File: src/rtl/ysyx_pkg.sv
// Shared types and helpers for the LSU-to-AXI4-Lite bridge (ysyx_lsu_bus).
package ysyx_pkg;
  typedef enum logic [2:0] {IDLE, RD_A, RD_D, WR_AW, WR_B, DONE} lsu_bus_state_t;

  localparam logic [1:0] OKAY   = 2'b00;
  localparam logic [1:0] SLVERR = 2'b10;
  localparam logic [1:0] DECERR = 2'b11;

  typedef struct packed {
    logic [31:0] data;
    logic [3:0]  strb;
  } store_lane_t;

  function automatic logic [2:0] rstrb_to_size(input logic [7:0] strb);
    case (strb)
      8'h01:   return 3'd0;
      8'h03:   return 3'd1;
      default: return 3'd2;
    endcase
  endfunction

  // Bytes pushed past lane 3 are discarded; word-crossing stores are not supported.
  function automatic store_lane_t store_lane(input logic [31:0] data, input logic [3:0] strb,
                                             input logic [1:0] off);
    store_lane_t l;
    l.data = data << {off, 3'b000};
    l.strb = strb << off;
    return l;
  endfunction
endpackage

File: src/rtl/ysyx_lsu_bus.sv
// LSU-to-AXI4-Lite master bridge: exactly one bus transaction per level-held LSU request.
// Optional watchdog: define YSYX_LSU_BUS_TIMEOUT_EN to force completion after TIMEOUT_CYC stalled cycles.
module ysyx_lsu_bus
  import ysyx_pkg::*;
#(
  parameter int BIT_W       = 32,
  parameter int TIMEOUT_CYC = 255
) (
  input  logic             clk,
  input  logic             rst,
  input  logic [BIT_W-1:0] lsu_araddr,
  input  logic             lsu_arvalid,
  input  logic [7:0]       lsu_rstrb,
  output logic [BIT_W-1:0] lsu_rdata,
  output logic             lsu_rvalid,
  input  logic [BIT_W-1:0] lsu_awaddr,
  input  logic             lsu_awvalid,
  input  logic [BIT_W-1:0] lsu_wdata,
  input  logic [7:0]       lsu_wstrb,
  input  logic             lsu_wvalid,
  output logic             lsu_wready,
  output logic             lsu_err,
  output logic [BIT_W-1:0] m_araddr,
  output logic             m_arvalid,
  input  logic             m_arready,
  output logic [2:0]       m_arsize,
  input  logic [BIT_W-1:0] m_rdata,
  input  logic [1:0]       m_rresp,
  input  logic             m_rvalid,
  output logic             m_rready,
  output logic [BIT_W-1:0] m_awaddr,
  output logic             m_awvalid,
  input  logic             m_awready,
  output logic [BIT_W-1:0] m_wdata,
  output logic [3:0]       m_wstrb,
  output logic             m_wvalid,
  input  logic             m_wready,
  input  logic [1:0]       m_bresp,
  input  logic             m_bvalid,
  output logic             m_bready
);
  lsu_bus_state_t   state, next_state;
  logic [BIT_W-1:0] req_addr, req_wdata;
  logic [7:0]       req_strb;
  logic             aw_done, w_done, tmo_hit;
  store_lane_t      lane;

  assign lane     = store_lane(req_wdata, req_strb[3:0], req_addr[1:0]);
  assign m_araddr = {req_addr[BIT_W-1:2], 2'b00};
  assign m_awaddr = {req_addr[BIT_W-1:2], 2'b00};
  assign m_arsize = rstrb_to_size(req_strb);
  assign m_wdata  = lane.data;
  assign m_wstrb  = lane.strb;

`ifdef YSYX_LSU_BUS_TIMEOUT_EN
  localparam int TMO_W = $clog2(TIMEOUT_CYC + 1);
  localparam logic [TMO_W-1:0] TMO_LIM = TMO_W'(TIMEOUT_CYC);
  logic [TMO_W-1:0] tmo_cnt;
  logic             busy;

  assign busy    = (state != IDLE) && (state != DONE);
  assign tmo_hit = busy && (tmo_cnt == TMO_LIM);

  // Counts cycles spent in one bus state; any state change restarts it.
  always_ff @(posedge clk or negedge rst) begin
    if (!rst)                              tmo_cnt <= '0;
    else if (!busy || next_state != state) tmo_cnt <= '0;
    else                                   tmo_cnt <= tmo_cnt + 1'b1;
  end
`else
  logic unused_tmo;
  assign unused_tmo = (TIMEOUT_CYC != 0);
  assign tmo_hit    = 1'b0;
`endif

  always_ff @(posedge clk or negedge rst) begin
    if (!rst) state <= IDLE;
    else      state <= next_state;
  end

  always_comb begin
    next_state = state;
    m_arvalid  = 1'b0;
    m_rready   = 1'b0;
    m_awvalid  = 1'b0;
    m_wvalid   = 1'b0;
    m_bready   = 1'b0;
    case (state)
      IDLE: begin
        if (lsu_awvalid && lsu_wvalid) next_state = WR_AW;
        else if (lsu_arvalid)          next_state = RD_A;
      end
      RD_A: begin
        m_arvalid = 1'b1;
        if (m_arready) next_state = RD_D;
      end
      RD_D: begin
        m_rready = 1'b1;
        if (m_rvalid) next_state = DONE;
      end
      WR_AW: begin
        m_awvalid = !aw_done;
        m_wvalid  = !w_done;
        if ((aw_done || m_awready) && (w_done || m_wready)) next_state = WR_B;
      end
      WR_B: begin
        m_bready = 1'b1;
        if (m_bvalid) next_state = DONE;
      end
      DONE:    next_state = IDLE;
      default: next_state = IDLE;
    endcase
    if (tmo_hit) begin
      m_arvalid  = 1'b0;
      m_rready   = 1'b0;
      m_awvalid  = 1'b0;
      m_wvalid   = 1'b0;
      m_bready   = 1'b0;
      next_state = DONE;
    end
  end

  always_ff @(posedge clk or negedge rst) begin
    if (!rst) begin
      req_addr   <= '0;
      req_wdata  <= '0;
      req_strb   <= '0;
      aw_done    <= 1'b0;
      w_done     <= 1'b0;
      lsu_rdata  <= '0;
      lsu_rvalid <= 1'b0;
      lsu_wready <= 1'b0;
      lsu_err    <= 1'b0;
    end else begin
      lsu_rvalid <= 1'b0;
      lsu_wready <= 1'b0;
      lsu_err    <= 1'b0;
      if (state == IDLE) begin
        if (lsu_awvalid && lsu_wvalid) begin
          req_addr  <= lsu_awaddr;
          req_wdata <= lsu_wdata;
          req_strb  <= lsu_wstrb;
        end else if (lsu_arvalid) begin
          req_addr <= lsu_araddr;
          req_strb <= lsu_rstrb;
        end
      end
      aw_done <= (state == WR_AW) && (aw_done || (m_awvalid && m_awready));
      w_done  <= (state == WR_AW) && (w_done  || (m_wvalid  && m_wready));
      if (m_rvalid && m_rready) begin
        lsu_rdata  <= m_rdata;
        lsu_rvalid <= 1'b1;
        lsu_err    <= (m_rresp != OKAY);
      end
      if (m_bvalid && m_bready) begin
        lsu_wready <= 1'b1;
        lsu_err    <= (m_bresp != OKAY);
      end
      if (tmo_hit) begin
        if (state == RD_A || state == RD_D) begin
          lsu_rvalid <= 1'b1;
          lsu_rdata  <= '0;
        end else begin
          lsu_wready <= 1'b1;
        end
        lsu_err <= 1'b1;
      end
    end
  end
endmodule

File: config.mk
export PLATFORM = sky130hd
export DESIGN_NAME = ysyx_lsu_bus
export DESIGN_NICKNAME = d
export VERILOG_FILES = /design/src/rtl/ysyx_pkg.sv /design/src/rtl/ysyx_lsu_bus.sv
export SDC_FILE = /design/constraint.sdc
export NUM_CORES = 1
export LEC_CHECK = 0
export CAP_MARGIN = 20
export CORE_MARGIN = 3
export CORE_UTILIZATION = 41
export CTS_BUF_LIST = sky130_fd_sc_hd__clkbuf_2
export CTS_CLUSTER_DIAMETER = 40
export DETAILED_ROUTE_END_ITERATION = 8
export GPL_TIMING_DRIVEN = 1
export HOLD_SLACK_MARGIN = 0.12
export PLACE_DENSITY = 0.83
export SETUP_SLACK_MARGIN = 0.02
export SLEW_MARGIN = 10
export SYNTH_ARGS = -nofsm -noshare
export SYNTH_HDL_FRONTEND = slang
export SYNTH_SLANG_ARGS = --single-unit
File: constraint.sdc
create_clock -name clk -period 2 [get_ports clk]
set_clock_uncertainty 0.05 [all_clocks]
set_input_delay 0.4 -clock clk [delete_from_list [all_inputs] [get_ports clk]]
set_output_delay 0.4 -clock clk [all_outputs]
set_load 0.05 [all_outputs]
==> impl_metrics.toml, run 1 <==
[detailed_routing]
ant_nets = 0
vias = 4848
drc = 0
drtIter0Drc = 174
routed_wl_mm = 19.2
post_drt_via_cell_ratio = 5.05
avgRoutedWirePerCell_um = 20.0
dr.pass1.iters = 4

[clock_tree]
clockBufferDepth = 2
cts_tree = "yes"
cts-root-buf = "clkbuf_2"
numCtsBuffers = 9
cts_sinks = 112
path_clk_slew_ns = 0.31
htree_levels = 3
clk_latency_ns = 0.60

[grt]
grt_pass1_wl_mm = 27.6
antenna_found_initial = 0
grt_max_degree = 81
overflow = 0
grt_pass1_vias = 5266
track_usage_pct = 23.5

[sta]
finalHoldViolations = 0
setup_slack_ns = -0.789
min_period_over_period_pct = 139
finalSetupViolations = 44
rsz0062_at_grt = "yes"
min_period_ns = 2.79
fmaxAchievable_ghz = 0.359
slew_viol_final = 0

[finish]
drive_gt1_share_pct = 42.0
area_delta_synth_final_pct = 73.2
layout.nets = 937
diodes = 0
layout_commonest_cell = "clkdlybuf4s50_1"
layout_common_cells = "clkdlybuf4s50_1 (156), dfrtp_1 (107), clkdlybuf4s15_2 (68)"
finalCoreUtilization_pct = 73.7

[critical_path]
required_ns = 1.55
start_kind = "flop"
path_max_fanout = 2
endpoint_kind = "output port"
arrival_ns = 2.34
rr_worst_depth = 7
worst-setup-path-type = "reg -> out"

[synth]
ys_seq_area_share_pct = 49.0
yosys_register_bits = 112
syn_area_per_cell_um2 = 11.0
synth_warnings = 0
syn_area_um2 = 5720
yosysUniqueCellTypes = 35
synth_cells = 520

[worst_hold_path]
hold_class = "in -> async"

[floorplan]
fp.dieW_um = 124
ioPinCount = 301
chipHeight_um = 124
fp-row-count = 42
core-area_um2 = 13500
initial_core_util_pct = 42.5
die_area_um2 = 15400

[place]
port_buffers = 295
place_congestion = 0.741
dp.final_hpwl_mm = 12.9
dp_slack_ns = -0.112

[flow_run]
max_cap_violations = 0

[status]
status = "complete, but fails checks"
failed_checks = "negative setup slack"
-- state kept, by name, summed over array words and instances, names as in the netlist --
name        count
lsu_rdata      32
req_addr       32
req_wdata      32
req_strb        8
state           3
aw_done         1
lsu_err         1
lsu_rvalid      1
lsu_wready      1
w_done          1
-- stage by stage --
stage	TNS, ns	hold WS, ns	instances	instance area [µm²]
5_1_grt	-20.30	0.148	960	9910
3_3_place_gp	-0.174	0.309	913	8700
4_1_cts	-17.58	0.123	953	9630
3_5_place_dp	-0.257	0.320	913	8700
2_1_floorplan	-0.240	0.0544	524	5810
6_report	-14.75	0.165	960	9910
-- routing by layer --
layer	vias up	global-route usage, %	share of wire, %
met2	205	45.2	57
met1	2365	24.0	35
met5	-	0	0
met3	43	5.72	5.7
met4	0	9.79	3.1
li1	2235	-	-
-- worst max-delay path, stage by stage, from the launching register on --
cell and delay [ns]:
dfrtp_1 0.44, or4_1 0.51, or4b_4 0.52, nor2_4 0.13, buf_12 0.14
-- cell usage after synthesis (all sizes together) --
cell type / number / area share, %
dfrtp: 112 / 49
buf: 88 / 11
mux2: 65 / 13
mux2i: 58 / 10
nand2: 55 / 3.6
o21ai: 52 / 4.5
nor2: 19 / 1.3
and2: 11 / 1.2
a21oi: 10 / 0.87
nor2b: 10 / 1.1
a211oi: 9 / 1.2
clkbuf: 9 / 0.59
inv: 3 / 0.20
or4b: 3 / 0.59
nand2b: 2 / 0.22
nor3: 2 / 0.26
nor3b: 2 / 0.35
o22ai: 2 / 0.22
a22o: 1 / 0.15
a22oi: 1 / 0.13
conb: 1 / 0.066
nand3: 1 / 0.17
nand3b: 1 / 0.13
o211a: 1 / 0.17
or3b: 1 / 0.15
or4: 1 / 0.13
-- timing repair --
action,4_1_cts,5_1_grt
endpoints found under the hold margin,112,0
hold buffers,1,0
resized for setup,352,72
pin swaps,20,11
setup buffers,19,9
cloned,4,1
endpoints found under the setup margin,123,57
-- cell families (layout without fill, tap and decap cells) --
group                  Yosys count  in the layout  share of synthesized area, %
AO/OA/AOI/OAI                   76             76                          7.28
other                            1              5                        0.0656
AND/OR/NAND/NOR                108            108                          9.21
buffers and inverters          100            360                          11.5
multiplexers                   123            123                          22.9
flip-flops                     112            112                          49.0
-- cell type report --
cell class	instances	area, µm²
Clock buffer	10	50.0
Clock inverter	6	108
Fill cell	868	3540
Inverter	3	13.8
Multi-Input combinational cell	312	2840
Sequential cell	112	2810
Tap cell	176	220
Timing Repair Buffer	341	3870
-- worst paths after layout --
kind,slack [ns],start,end
worst max-delay path,-0.79,req_strb[2],m_arsize[0]
worst min-delay path,0.16,rst,req_wdata[19]
worst max register to register,-0.04,state[1],state[1]
worst min register to register,0.48,lsu_rdata[5],lsu_rdata[5]
max in group asynchronous,1.10,rst,req_addr[16]
min in group clk,0.31,m_rdata[17],lsu_rdata[17]
Power of run 1 is not shown: default switching activity piles up to over one toggle a cycle in this logic, so the estimate is an artifact.
==> run 2: changes to the inputs <==
--- a/config.mk
+++ b/config.mk
@@ -13,7 +13,7 @@
 export DETAILED_ROUTE_END_ITERATION = 8
 export GPL_TIMING_DRIVEN = 1
 export HOLD_SLACK_MARGIN = 0.12
-export PLACE_DENSITY = 0.83
+export PLACE_DENSITY = 0.84
 export SETUP_SLACK_MARGIN = 0.02
 export SLEW_MARGIN = 10
 export SYNTH_ARGS = -nofsm -noshare
==> run 2 against run 1 <==
  * The run still ends with negative setup slack left
  * Cell count unchanged
  * Flip-flop and latch count unchanged
  * Register-to-register slack improved by 0.09 ns
  * Setup slack got worse by 0.039 ns
  * First-iteration DRC count increased by 24%
  * Sequential share of layout area increased by 1.1 points
  * Die area unchanged
  * Final area decreased by 3.7%
  * Utilization decreased by 2.7 points
==> impl_metrics.toml, run 2 (synthesis results as in run 1) <==
[status]
status = "complete, but fails checks"
failed_checks = "negative setup slack"

[grt]
antenna_found_initial = 0
overflow = 0
grt_pass1_wl_mm = 28.0
grt_pass1_vias = 5280
grt_max_degree = 81
track_usage_pct = 23.6

[floorplan]
die_area_um2 = 15400
ioPinCount = 301
core-area_um2 = 13500
fp.dieW_um = 124
initial_core_util_pct = 42.5
chipHeight_um = 124
fp-row-count = 42

[finish]
seqCellArea_um2 = 2810
finalCoreUtilization_pct = 71.0
reg_top3 = "lsu_rdata: 32 flops, req_addr: 32 flops, req_wdata: 32 flops"
fin_cells = 960
drive_gt1_share_pct = 39.6
fill_cells = 929
layout.nets = 936
area_delta_synth_final_pct = 66.9
layout_common_cells = "clkdlybuf4s50_1 (156), dfrtp_1 (108), nand2_1 (55)"
layout_commonest_cell = "clkdlybuf4s50_1"
multi_input_area_um2 = 2680

[detailed_routing]
avgRoutedWirePerCell_um = 19.7
dr.pass1.iters = 4
ant_nets = 0
vias = 4854
routed_wl_mm = 18.9
post_drt_via_cell_ratio = 5.06
drtIter0Drc = 215
drc = 0

[place]
place_congestion = 0.785
dpl.cell_count = 916
dp_slack_ns = -0.142
dp.final_hpwl_mm = 12.7
port_buffers = 295

[clock_tree]
numCtsBuffers = 9
cts_tree = "yes"
path_clk_slew_ns = 0.31
cts_sinks = 112
clk_latency_ns = 0.64
clockBufferDepth = 2
cts-root-buf = "clkbuf_2"
htree_levels = 3

[critical_path]
worst-setup-path-type = "reg -> out"
endpoint_kind = "output port"
path_max_fanout = 2
required_ns = 1.55
arrival_ns = 2.38
start_kind = "flop"

[sta]
relSlewSlack_pct = 64.0
finalSetupViolations = 43
tightest_slew_ns = 0.538
finalHoldViolations = 0
setup_slack_ns = -0.828
fmaxAchievable_ghz = 0.354
min_period_over_period_pct = 141
rsz0062_at_grt = "yes"
min_period_ns = 2.83
slew_viol_final = 0

[worst_hold_path]
hold_class = "in -> async"

[flow_run]
max_cap_violations = 0
## run 2: changes by cell type in the layout (fill, tap and decap cells not counted), moves of 5 or more
| cell | before | now |
|---|---|---|
| nor2_1 | 6 | 11 |
| buf_6 | 18 | 24 |
| buf_2 | 3 | 39 |
| buf_4 | 35 | 30 |
| clkdlybuf4s15_2 | 68 | 32 |
## run 2: worst paths after layout
check	startpoint	endpoint	slack, ns	cells after the start
worst max-delay path	req_strb[2]	m_arsize[0]	-0.83	4
worst min-delay path	rst	req_addr[10]	0.23	3
worst max register to register	state[0]	state[1]	0.05	6
worst min register to register	req_strb[5]	req_strb[5]	0.48	2
max in group asynchronous	rst	req_wdata[23]	0.73	3
min in group clk	m_awready	aw_done	0.26	3
## run 2: final cells by class
class / instances / share of cell area [%]
inverter: 3 / 0.144
timing repair buffer: 340 / 38.4
sequential: 112 / 29.4
clock buffer: 10 / 0.524
clock inverter: 6 / 1.19
antenna: 1 / 0.0262
tap: 176 / 2.31
multi-input combinational: 312 / 28.0
## run 2: per-stage QoR
step | area (µm²) | TNS, ns | hold slack [ns]
6_report | 9550 | -16.01 | 0.232
4_1_cts | 9600 | -16.79 | 0.195
5_1_grt | 9540 | -20.78 | 0.181
3_3_place_gp | 8720 | -0.268 | 0.211
3_5_place_dp | 8720 | -0.362 | 0.214
2_1_floorplan | 5810 | -0.240 | 0.0544
## run 2: per-layer routing
layer	routed length (µm)	global-route usage [%]	part of all wire, %	up-vias
met5	0	0	0	-
met4	557	10.5	2.9	0
met3	1190	5.36	6.3	40
met2	10600	44.1	56	211
met1	6580	25.2	35	2378
li1	-	-	-	2225
## run 2: timing repair
item / in CTS / in global routing
pin swaps: 19 / 20
resized for setup: 339 / 128
setup buffers: 20 / 8
cloned: 3 / 0
endpoints found under the hold margin: 112 / 0
hold buffers: 2 / 0
setup endpoints to repair: 122 / 96
## run 2: critical path, cell delays in order (launching register included)
cell and delay (ns):
dfrtp_1 0.45, or4_4 0.53, or4b_4 0.53, nor2_4 0.12, buf_12 0.14
Power of run 2 is left out for the same reason.
==> run 3: changes to the inputs <==
--- a/config.mk
+++ b/config.mk
@@ -6,14 +6,15 @@
 export NUM_CORES = 1
 export LEC_CHECK = 0
 export CAP_MARGIN = 20
+export CORE_ASPECT_RATIO = 0.75
 export CORE_MARGIN = 3
-export CORE_UTILIZATION = 41
+export CORE_UTILIZATION = 40
 export CTS_BUF_LIST = sky130_fd_sc_hd__clkbuf_2
 export CTS_CLUSTER_DIAMETER = 40
 export DETAILED_ROUTE_END_ITERATION = 8
 export GPL_TIMING_DRIVEN = 1
 export HOLD_SLACK_MARGIN = 0.12
-export PLACE_DENSITY = 0.84
+export PLACE_DENSITY = 0.82
 export SETUP_SLACK_MARGIN = 0.02
 export SLEW_MARGIN = 10
 export SYNTH_ARGS = -nofsm -noshare
==> run 3 against run 2 <==
  * The run still ends with negative setup slack left
  * First-iteration DRC count is 12% lower
  * Largest cell class unchanged
  * Hold slack better by 0.057 ns
  * Critical path depth is the same
  * Register-to-register slack about the same
  * Sequential share of layout area down 0.60 points
  * Fmax rose by 0.46%
  * Flip-flop and latch count is the same
==> impl_metrics.toml, run 3 (synthesis results as in run 1) <==
[finish]
layout.nets = 940
layout_common_cells = "clkdlybuf4s50_1 (156), dfrtp_1 (107), nand2_1 (50), clkdlybuf4s15_2 (50), buf_12 (45)"
fill_cells = 933
fin_cells = 962
diodes = 0
area_delta_synth_final_pct = 70.4
reg_top3 = "lsu_rdata: 32 flops, req_addr: 32 flops, req_wdata: 32 flops"
finalCoreUtilization_pct = 70.4
drive_gt1_share_pct = 41.7
layout_commonest_cell = "clkdlybuf4s50_1"

[worst_hold_path]
hold_depth = 3
hold_class = "in -> reg"

[floorplan]
core-area_um2 = 13800
chipHeight_um = 110
fp.dieW_um = 144
initial_core_util_pct = 41.3
ioPinCount = 301
fp-row-count = 37
die_area_um2 = 15800

[detailed_routing]
dr.pass1.iters = 4
drc = 0
drtIter0Drc = 189
routed_wl_mm = 18.9
avgRoutedWirePerCell_um = 19.7
vias = 4850
post_drt_via_cell_ratio = 5.04
ant_nets = 0

[clock_tree]
htree_levels = 3
clockBufferDepth = 2
numCtsBuffers = 9
cts_tree = "yes"
cts-root-buf = "clkbuf_2"
cts_sinks = 112
clk_latency_ns = 0.60
path_clk_slew_ns = 0.32

[critical_path]
required_ns = 1.55
worst-setup-path-type = "reg -> out"
worst_path_dominant_cell_family = "simple AND/OR/NAND/NOR gates"
max_stage_delay_ns = 0.53
path_max_fanout = 2
worstPathCellList = "or4_4, or4b_4, nor2_4, buf_12"
rr_worst_depth = 6
arrival_ns = 2.36
cp.depth = 4
start_kind = "flop"
slowest_stage = "or4b_4"
endpoint_kind = "output port"
path_buf_inv = 1
r2r_slack_ns = 0.05

[grt]
overflow = 0
antenna_found_initial = 0
grt_pass1_wl_mm = 27.1
track_usage_pct = 22.2
grt_max_degree = 53
grt_pass1_vias = 5188

[flow_run]
max_cap_violations = 0

[place]
dpl.cell_count = 918
dp.final_hpwl_mm = 12.8
port_buffers = 295
place_congestion = 0.873

[sta]
min_period_over_period_pct = 141
slew_viol_final = 0
min_period_ns = 2.81
setup_slack_ns = -0.815
finalHoldViolations = 0
fmaxAchievable_ghz = 0.355
rsz0062_at_grt = "yes"
finalSetupViolations = 43

[status]
status = "complete, but fails checks"
failed_checks = "negative setup slack"
-- run 3: cell count changes in the layout (fill, tap and decap cells not counted), moves of 4 or more --
cell	before	now
nand2_1	55	50
buf_6	24	12
buf_12	33	45
clkdlybuf4s18_2	8	3
buf_2	39	30
nor2_1	11	7
nand2_2	0	5
clkdlybuf4s15_2	32	50
-- run 3: what timing repair did --
item | in CTS | in global routing
endpoints found under the setup margin | 126 | 77
hold endpoints to repair | 112 | 0
resized for setup | 347 | 110
pin swaps | 15 | 13
hold buffers | 3 | 0
gates cloned | 6 | 0
buffers inserted | 14 | 8
-- run 3: cell type report --
class                   count  area, µm²  area share, %
repair buffers            344       3860           39.6
clock inverters             7       55.1          0.565
clock buffers               9       45.0          0.462
well taps                 175        219           2.25
inverters                   3       13.8          0.141
flip-flops and latches    112       2810           28.8
multi-input cells         312       2740           28.1
-- run 3: worst min-delay path, delay by kind of cell --
family	cells	cell delay [ns]
buffers and inverters	1	0.42
AND/OR/NAND/NOR	2	0.14
-- run 3: final timing paths --
| check | from | to |
|---|---|---|
| min in group asynchronous | rst | req_addr[0] |
| setup reg to reg | state[0] | state[1] |
| hold / removal | m_awready | aw_done |
| hold reg to reg | lsu_rdata[17] | lsu_rdata[17] |
| setup / recovery | req_strb[2] | m_arsize[0] |
| max in group asynchronous | rst | req_wdata[30] |
-- run 3: stage by stage --
step                setup TNS [ns]  hold WS, ns  setup WS (ns)  cell area [µm²]
global route                -20.76        0.231         -0.926             9750
global placement            -0.177        0.302         -0.111             8860
detailed placement          -0.204        0.304         -0.113             8860
CTS                         -17.31        0.232         -0.869             9740
finish                      -16.12        0.288         -0.815             9750
floorplan                   -0.240       0.0544         -0.240             5810
-- run 3: metal layers --
metal / vias to the layer above / track usage (%) / wire, µm
li1: 2240 / - / -
met1: 2362 / 24.6 / 6820
met2: 219 / 41.4 / 10100
met3: 29 / 6.61 / 1580
met4: 0 / 5.98 / 376
met5: - / 0 / 0
Power of run 3 is left out for the same reason.
